--- src/rtl/mem_pkg.sv ---
// Shared definitions for the memory-stage load/store unit.
//   - op_length (funct3) encodings for loads and stores
//   - FSM state type for the bus transaction sequencer
package mem_pkg;

  localparam logic [2:0] LEN_B  = 3'b000;
  localparam logic [2:0] LEN_H  = 3'b001;
  localparam logic [2:0] LEN_W  = 3'b010;
  localparam logic [2:0] LEN_BU = 3'b100;
  localparam logic [2:0] LEN_HU = 3'b101;

  typedef enum logic [1:0] {
    IDLE = 2'd0,
    REQ  = 2'd1,
    RESP = 2'd2
  } lsu_state_t;

endpackage

--- src/rtl/lsu_align.sv ---
// Byte-lane alignment for 32-bit data accesses (purely combinational).
// Ports:
//   i_len    funct3 access length (B/H/W/BU/HU; other codes act as word)
//   i_off    byte offset within the word (already forced to alignment by the caller)
//   i_rs2    store data from the register file
//   i_rdata  word returned by the bus
//   o_strb   store byte enables
//   o_wdata  lane-replicated store data
//   o_load   extracted and extended load value
module lsu_align
  import mem_pkg::*;
(
  input  logic [2:0]  i_len,
  input  logic [1:0]  i_off,
  input  logic [31:0] i_rs2,
  input  logic [31:0] i_rdata,
  output logic [3:0]  o_strb,
  output logic [31:0] o_wdata,
  output logic [31:0] o_load
);

  logic [31:0] w_shifted;

  always_comb begin
    w_shifted = i_rdata >> {i_off, 3'b000};
    o_strb    = 4'b1111;
    o_wdata   = i_rs2;
    o_load    = w_shifted;
    case (i_len)
      LEN_B, LEN_BU: begin
        o_strb  = 4'b0001 << i_off;
        o_wdata = {4{i_rs2[7:0]}};
        o_load  = (i_len == LEN_B) ? {{24{w_shifted[7]}}, w_shifted[7:0]}
                                   : {24'b0, w_shifted[7:0]};
      end
      LEN_H, LEN_HU: begin
        o_strb  = 4'b0011 << {i_off[1], 1'b0};
        o_wdata = {2{i_rs2[15:0]}};
        o_load  = (i_len == LEN_H) ? {{16{w_shifted[15]}}, w_shifted[15:0]}
                                   : {16'b0, w_shifted[15:0]};
      end
      default: ;
    endcase
  end

endmodule

--- src/rtl/mem_stage_lsu.sv ---
// Memory-stage load/store unit. Runs one valid/ready bus transaction per load or
// store, stalling the pipeline until the response, and registers the MEM/WB values.
// Non-memory instructions pass through to wb_* with one cycle of latency.
// Optional build macro LSU_MISALIGN_TRAP_EN: misaligned H/W accesses issue no bus
// request and pulse misaligned_fault instead; without it, low address bits are
// forced to alignment and the access proceeds.
// Ports:
//   clock, reset_n                 clock and asynchronous active-low reset
//   mem_*                          EX/MEM register outputs
//   stall                          holds EX/MEM and earlier stages
//   bus_req_*, bus_resp_*          data-memory request/response channels
//   wb_result, wb_rd, wb_reg_write MEM/WB register
//   misaligned_fault               (LSU_MISALIGN_TRAP_EN only) registered fault pulse
module mem_stage_lsu
  import mem_pkg::*;
#(
  parameter int unsigned ADDR_W = 32,
  parameter int unsigned DATA_W = 32
) (
  input  logic              clock,
  input  logic              reset_n,
  input  logic [31:0]       mem_alu_result,
  input  logic [DATA_W-1:0] mem_rs2_data,
  input  logic [4:0]        mem_rd,
  input  logic              mem_reg_write,
  input  logic              mem_mem_write,
  input  logic              mem_mem_read,
  input  logic [2:0]        mem_mem_op_length,
  output logic              stall,
  output logic              bus_req_valid,
  input  logic              bus_req_ready,
  output logic              bus_req_write,
  output logic [ADDR_W-1:0] bus_req_addr,
  output logic [DATA_W-1:0] bus_req_wdata,
  output logic [3:0]        bus_req_strb,
  input  logic              bus_resp_valid,
  input  logic [DATA_W-1:0] bus_resp_rdata,
  output logic [DATA_W-1:0] wb_result,
  output logic [4:0]        wb_rd,
  output logic              wb_reg_write
`ifdef LSU_MISALIGN_TRAP_EN
  ,
  output logic              misaligned_fault
`endif
);

  lsu_state_t r_state, w_state_next;

  logic [2:0]  r_len;
  logic [1:0]  r_off;
  logic [4:0]  r_rd;
  logic        r_reg_write;

  logic        w_mem_op, w_misaligned, w_issue, w_pass, w_done;
  logic [1:0]  w_off_raw, w_eff_off, w_al_off;
  logic [2:0]  w_al_len;
  logic [3:0]  w_strb;
  logic [31:0] w_wdata, w_load;

  assign w_mem_op  = mem_mem_read | mem_mem_write;
  assign w_off_raw = mem_alu_result[1:0];

  // len[1:0]: 00 byte, 01 half, 1x word (includes the undefined codes).
  always_comb begin
    w_eff_off = 2'b00;
    if (mem_mem_op_length[1:0] == 2'b00)      w_eff_off = w_off_raw;
    else if (mem_mem_op_length[1:0] == 2'b01) w_eff_off = {w_off_raw[1], 1'b0};
  end

`ifdef LSU_MISALIGN_TRAP_EN
  assign w_misaligned = w_mem_op & (w_eff_off != w_off_raw);
`else
  assign w_misaligned = 1'b0;
`endif

  // One aligner serves both directions: store lanes from EX/MEM while idle,
  // load extraction from the captured request while waiting for the response.
  assign w_al_len = (r_state == IDLE) ? mem_mem_op_length : r_len;
  assign w_al_off = (r_state == IDLE) ? w_eff_off : r_off;

  lsu_align u_align (
    .i_len   (w_al_len),
    .i_off   (w_al_off),
    .i_rs2   (mem_rs2_data),
    .i_rdata (bus_resp_rdata),
    .o_strb  (w_strb),
    .o_wdata (w_wdata),
    .o_load  (w_load)
  );

  assign bus_req_valid = (r_state == REQ);

  always_comb begin
    w_state_next = r_state;
    stall        = 1'b0;
    w_issue      = 1'b0;
    w_pass       = 1'b0;
    w_done       = 1'b0;
    case (r_state)
      IDLE: begin
        if (!w_mem_op) begin
          w_pass = 1'b1;
        end else if (!w_misaligned) begin
          stall        = 1'b1;
          w_issue      = 1'b1;
          w_state_next = REQ;
        end
      end
      REQ: begin
        stall = 1'b1;
        if (bus_req_ready) w_state_next = RESP;
      end
      RESP: begin
        if (bus_resp_valid) begin
          w_done       = 1'b1;
          w_state_next = IDLE;
        end else begin
          stall = 1'b1;
        end
      end
      default: w_state_next = IDLE;
    endcase
  end

  always_ff @(posedge clock or negedge reset_n) begin
    if (!reset_n) begin
      r_state       <= IDLE;
      r_len         <= 3'b000;
      r_off         <= 2'b00;
      r_rd          <= 5'd0;
      r_reg_write   <= 1'b0;
      bus_req_write <= 1'b0;
      bus_req_addr  <= '0;
      bus_req_wdata <= '0;
      bus_req_strb  <= 4'b0000;
      wb_result     <= '0;
      wb_rd         <= 5'd0;
      wb_reg_write  <= 1'b0;
    end else begin
      r_state      <= w_state_next;
      // Bubble by default; only pass-through and completion write back.
      wb_reg_write <= 1'b0;
      if (w_issue) begin
        r_len         <= mem_mem_op_length;
        r_off         <= w_eff_off;
        r_rd          <= mem_rd;
        r_reg_write   <= mem_reg_write;
        bus_req_write <= mem_mem_write;
        bus_req_addr  <= {mem_alu_result[ADDR_W-1:2], 2'b00};
        bus_req_wdata <= w_wdata;
        bus_req_strb  <= mem_mem_write ? w_strb : 4'b0000;
      end
      if (w_pass) begin
        wb_result    <= mem_alu_result;
        wb_rd        <= mem_rd;
        wb_reg_write <= mem_reg_write;
      end
      if (w_done) begin
        // Store acks carry no data; keep the previous result.
        if (!bus_req_write) wb_result <= w_load;
        wb_rd        <= r_rd;
        wb_reg_write <= r_reg_write;
      end
    end
  end

`ifdef LSU_MISALIGN_TRAP_EN
  always_ff @(posedge clock or negedge reset_n) begin
    if (!reset_n) misaligned_fault <= 1'b0;
    else          misaligned_fault <= (r_state == IDLE) & w_misaligned;
  end
`endif

endmodule

--- config.mk ---
export PLATFORM = sky130hd
export DESIGN_NAME = mem_stage_lsu
export DESIGN_NICKNAME = d
export VERILOG_FILES = /design/src/rtl/mem_pkg.sv /design/src/rtl/lsu_align.sv /design/src/rtl/mem_stage_lsu.sv
export SDC_FILE = /design/constraint.sdc
export NUM_CORES = 1
export LEC_CHECK = 0
export BUFFER_PORTS_ARGS = -buffer_cell sky130_fd_sc_hd__buf_2
export CORE_UTILIZATION = 35
export DETAILED_ROUTE_END_ITERATION = 8
export PLACE_DENSITY = 0.7
export SLEW_MARGIN = 0
export SYNTH_ARGS = -nofsm -noshare
export SYNTH_HDL_FRONTEND = slang
export SYNTH_SLANG_ARGS = --single-unit
--- constraint.sdc ---
create_clock -name clock -period 1.9 [get_ports clock]
set_input_delay 0.19 -clock clock [delete_from_list [all_inputs] [get_ports clock]]
set_output_delay 0.19 -clock clock [all_outputs]
set_load 0.01 [all_outputs]
==> reports/metrics.yaml <==
cts:
  cts.sinks: 118
  clock_path_buffers: 2
  path_clk_slew_ns: 0.06
  worstSkewPairLatency_ns: 0.42
  h-tree-depth: 4
  cts_tree: "built"
  numCtsBuffers: 17
  clockRootBuffer: "clkbuf_16"
worst_setup_path:
  critPathCaptureType: "register"
  worst-r2r-setup-slack_ns: -0.11
  slowest_delay_ns: 0.52
  rr_worst_depth: 6
  r2r_end: "wb_result[28]$_DFF_PN0_"
  cp_max_fo: 16
  required_ns: 2.18
  cp_data_arrival_time_ns: 2.29
  path_cells: "or4b_4 > and3_4 > o221a_4 > o31ai_4 > buf_12 > o221ai_1"
  path_class: "reg2reg"
  startpoint: "r_state[0]$_DFFE_PN0P_"
  critPathSlowestCell: "or4b_4"
  reg2reg_from: "r_state[0]$_DFFE_PN0P_"
  startpoint_type: "register"
  crit_end: "wb_result[28]$_DFF_PN0_"
placement:
  dp_worst_setup_slack_ns: -0.206
  port_buffers: 217
  hpwl_mm: 13.4
  gp_congestion: 0.848
global_route:
  grt_pass1_wl_mm: 28.9
  grt.total_usage: 0.216
  grt_max_degree: 57
  grt_pass1_vias: 5397
  antenna_found_initial: 3
  grt_overflow_total: 0
cells_and_area:
  layout_commonest_cell: "buf_2"
  nNetsFinal: 909
  drive_above_1_share: 0.500
  post-route-util: 0.528
  areaGrowthSynthToFinish_pct: 45.5
  final_cell_mix: "buf_2, dfrtp_1, nand2_1"
sta:
  rsz0062_at_grt: "yes"
  setup_viol: 25
  finalClockSkew_ns: 0.0108
  post-route-period-util: 1.06
  drv_slew: 0
  period_needed_ns: 2.01
  setup_tns_ns: -2.06
  fin_hold_ws_ns: 0.0169
  fin_ws_ns: -0.114
  finalHoldViolations: 0
  max_clock_freq_mhz: 497
logic_synthesis:
  yosysTopAreaCellShare: 0.505
  synthesis.area_um2: 5850
  yosysSeqAreaShare: 0.505
  synth.distinct_cells: 51
  ys_dominant_reg_cell: "dfrtp_1"
  synth_edf_count: 0
  synth_top_cell_by_area: "dfrtp_1"
  yosysWarnings: 0
  ys_ff_latch: 118
  syn_avg_cell_area_um2: 11.0
  synthCells: 532
  yosys-top-cells-area: "dfrtp_1, mux2_2, mux2i_1, nand2_1, o21ai_0"
  async_flop_share: 1.00
run_status:
  violations: "setup timing"
  outcome: "complete, but fails checks"
pwr:
  ir_worst_vdd_mv: 0.893
  swShare: 0.366
  p_int_mw: 9.76
  p_seq_frac: 0.287
  p_leak_nw: 4.09
  p_comb_frac: 0.496
  switching_power_mw: 5.64
  power.density_nw_per_um2: 1810
  p_clk_frac: 0.216
detailed_routing:
  drt-initial-drc-count: 339
  wl_per_cell_um: 17.8
  firstDrtPassIters: 6
  drc: 0
  ant_nets: 0
  wl_mm: 18.3
  vias: 5357
  vias_per_cell: 5.21
die:
  std_cell_rows: 46
  die_w_um: 131
  initial_core_util: 0.363
  ios: 220
  die_h_um: 131
  core_um2: 16100
  dieArea_um2: 17200
hold_path:
  min_path_type: "in2reg"
run:
  drv_cap: 0
-- cell families (layout without fill, tap and decap cells) --
kind of cell | count (synthesis) | after routing | share of synthesized area
buffers and inverters | 41 | 318 | 0.0370
multiplexers | 103 | 103 | 0.188
AO/OA/AOI/OAI | 126 | 126 | 0.151
flip-flops | 118 | 118 | 0.505
other | 1 | 5 | 0.000642
AND/OR/NAND/NOR | 143 | 143 | 0.119
-- timing repair --
action                                  CTS  global route
pin swaps                                 2            23
endpoints found under the setup margin   35            44
hold buffers                              2             0
gates cloned                              1             1
gates resized for setup                  10            46
setup buffers                             6            11
endpoints found under the hold margin    32             0
-- cell type report --
class	count	area, µm²
multi-input cells	374	2850
inverters	1	3.75
well taps	216	270
flip-flops and latches	118	2950
repair buffers	286	1800
clock buffers	23	498
clock inverters	8	120
fillers	1453	7610
diodes	3	7.51
-- power groups by stage --
stage          Clock, mW  Combinational, mW  Sequential [mW]
2_1_floorplan          0               3.63             4.94
3_3_place_gp           0               6.88             4.39
3_5_place_dp           0               6.99             4.43
4_1_cts             3.40               7.21             4.41
5_1_grt             3.50               8.27             4.59
6_report            3.33               7.64             4.43
-- critical path, delay by kind of cell, from the launching register on --
| family | cells | cell delay (ns) |
|---|---|---|
| compound gates | 3 | 0.60 |
| buf+inv | 1 | 0.18 |
| flops | 1 | 0.38 |
| simple gates | 2 | 0.71 |
-- layer usage --
| layer | vias up | global-route usage | wire length (µm) |
|---|---|---|---|
| met5 | - | 0 | 0 |
| met4 | 0 | 0.117 | 662 |
| met3 | 58 | 0.0482 | 944 |
| met2 | 198 | 0.350 | 9070 |
| met1 | 2603 | 0.267 | 7650 |
| li1 | 2498 | - | - |
-- per-stage QoR --
| step | std cells | power (mW) | area (µm²) |
|---|---|---|---|
| finish | 1029 | 15.4 | 8500 |
| global route | 1029 | 16.4 | 8500 |
| CTS | 1015 | 15.0 | 8260 |
| detailed placement | 975 | 11.4 | 7490 |
| global placement | 975 | 11.3 | 7490 |
| floorplan | 533 | 8.57 | 5860 |
-- how the worst min path moves through the flow --
stage,to,slack [ns],cells past startpoint,start
global route,r_rd[2]$_DFFE_PN0P_,0.01,2,mem_rd[2]
detailed placement,bus_req_wdata[1]$_DFFE_PN0P_,0.18,1,reset_n
global placement,bus_req_wdata[1]$_DFFE_PN0P_,0.18,1,reset_n
CTS,r_rd[1]$_DFFE_PN0P_,0.005,2,mem_rd[1]
finish,bus_req_addr[30]$_DFFE_PN0P_,0.02,2,mem_alu_result[30]
floorplan,bus_req_addr[10]$_DFFE_PN0P_,-0.11,0,reset_n
-- cell usage after synthesis, types with 2 or more instances --
cell type  number
buf_4           3
a21oi_1        17
a31oi_1         2
buf_6           4
a222oi_1        8
a2111oi_2       2
nand2b_1        4
a32oi_1         8
buf_2          16
mux2_2         50
o21a_1          2
clkbuf_1       16
nand2_1        91
nor2_1          6
o21ai_0        49
mux2i_1        52
a22o_1          4
nor2b_1         2
a31o_1          4
o21ai_2         2
o21ai_1         3
o221ai_1       16
a31o_2          3
nand3_1        17
dfrtp_1       118
and3_1          8
-- flip-flops by register name, summed over array words and instances (netlist names) --
signal,flops
bus_req_wdata,32
bus_req_write,1
wb_reg_write,1
bus_req_addr,30
r_state,2
wb_rd,5
wb_result,32
r_reg_write,1
bus_req_strb,4
r_len,3
r_off,2
r_rd,5
No activity file was read; power rests on OpenSTA's default activity.
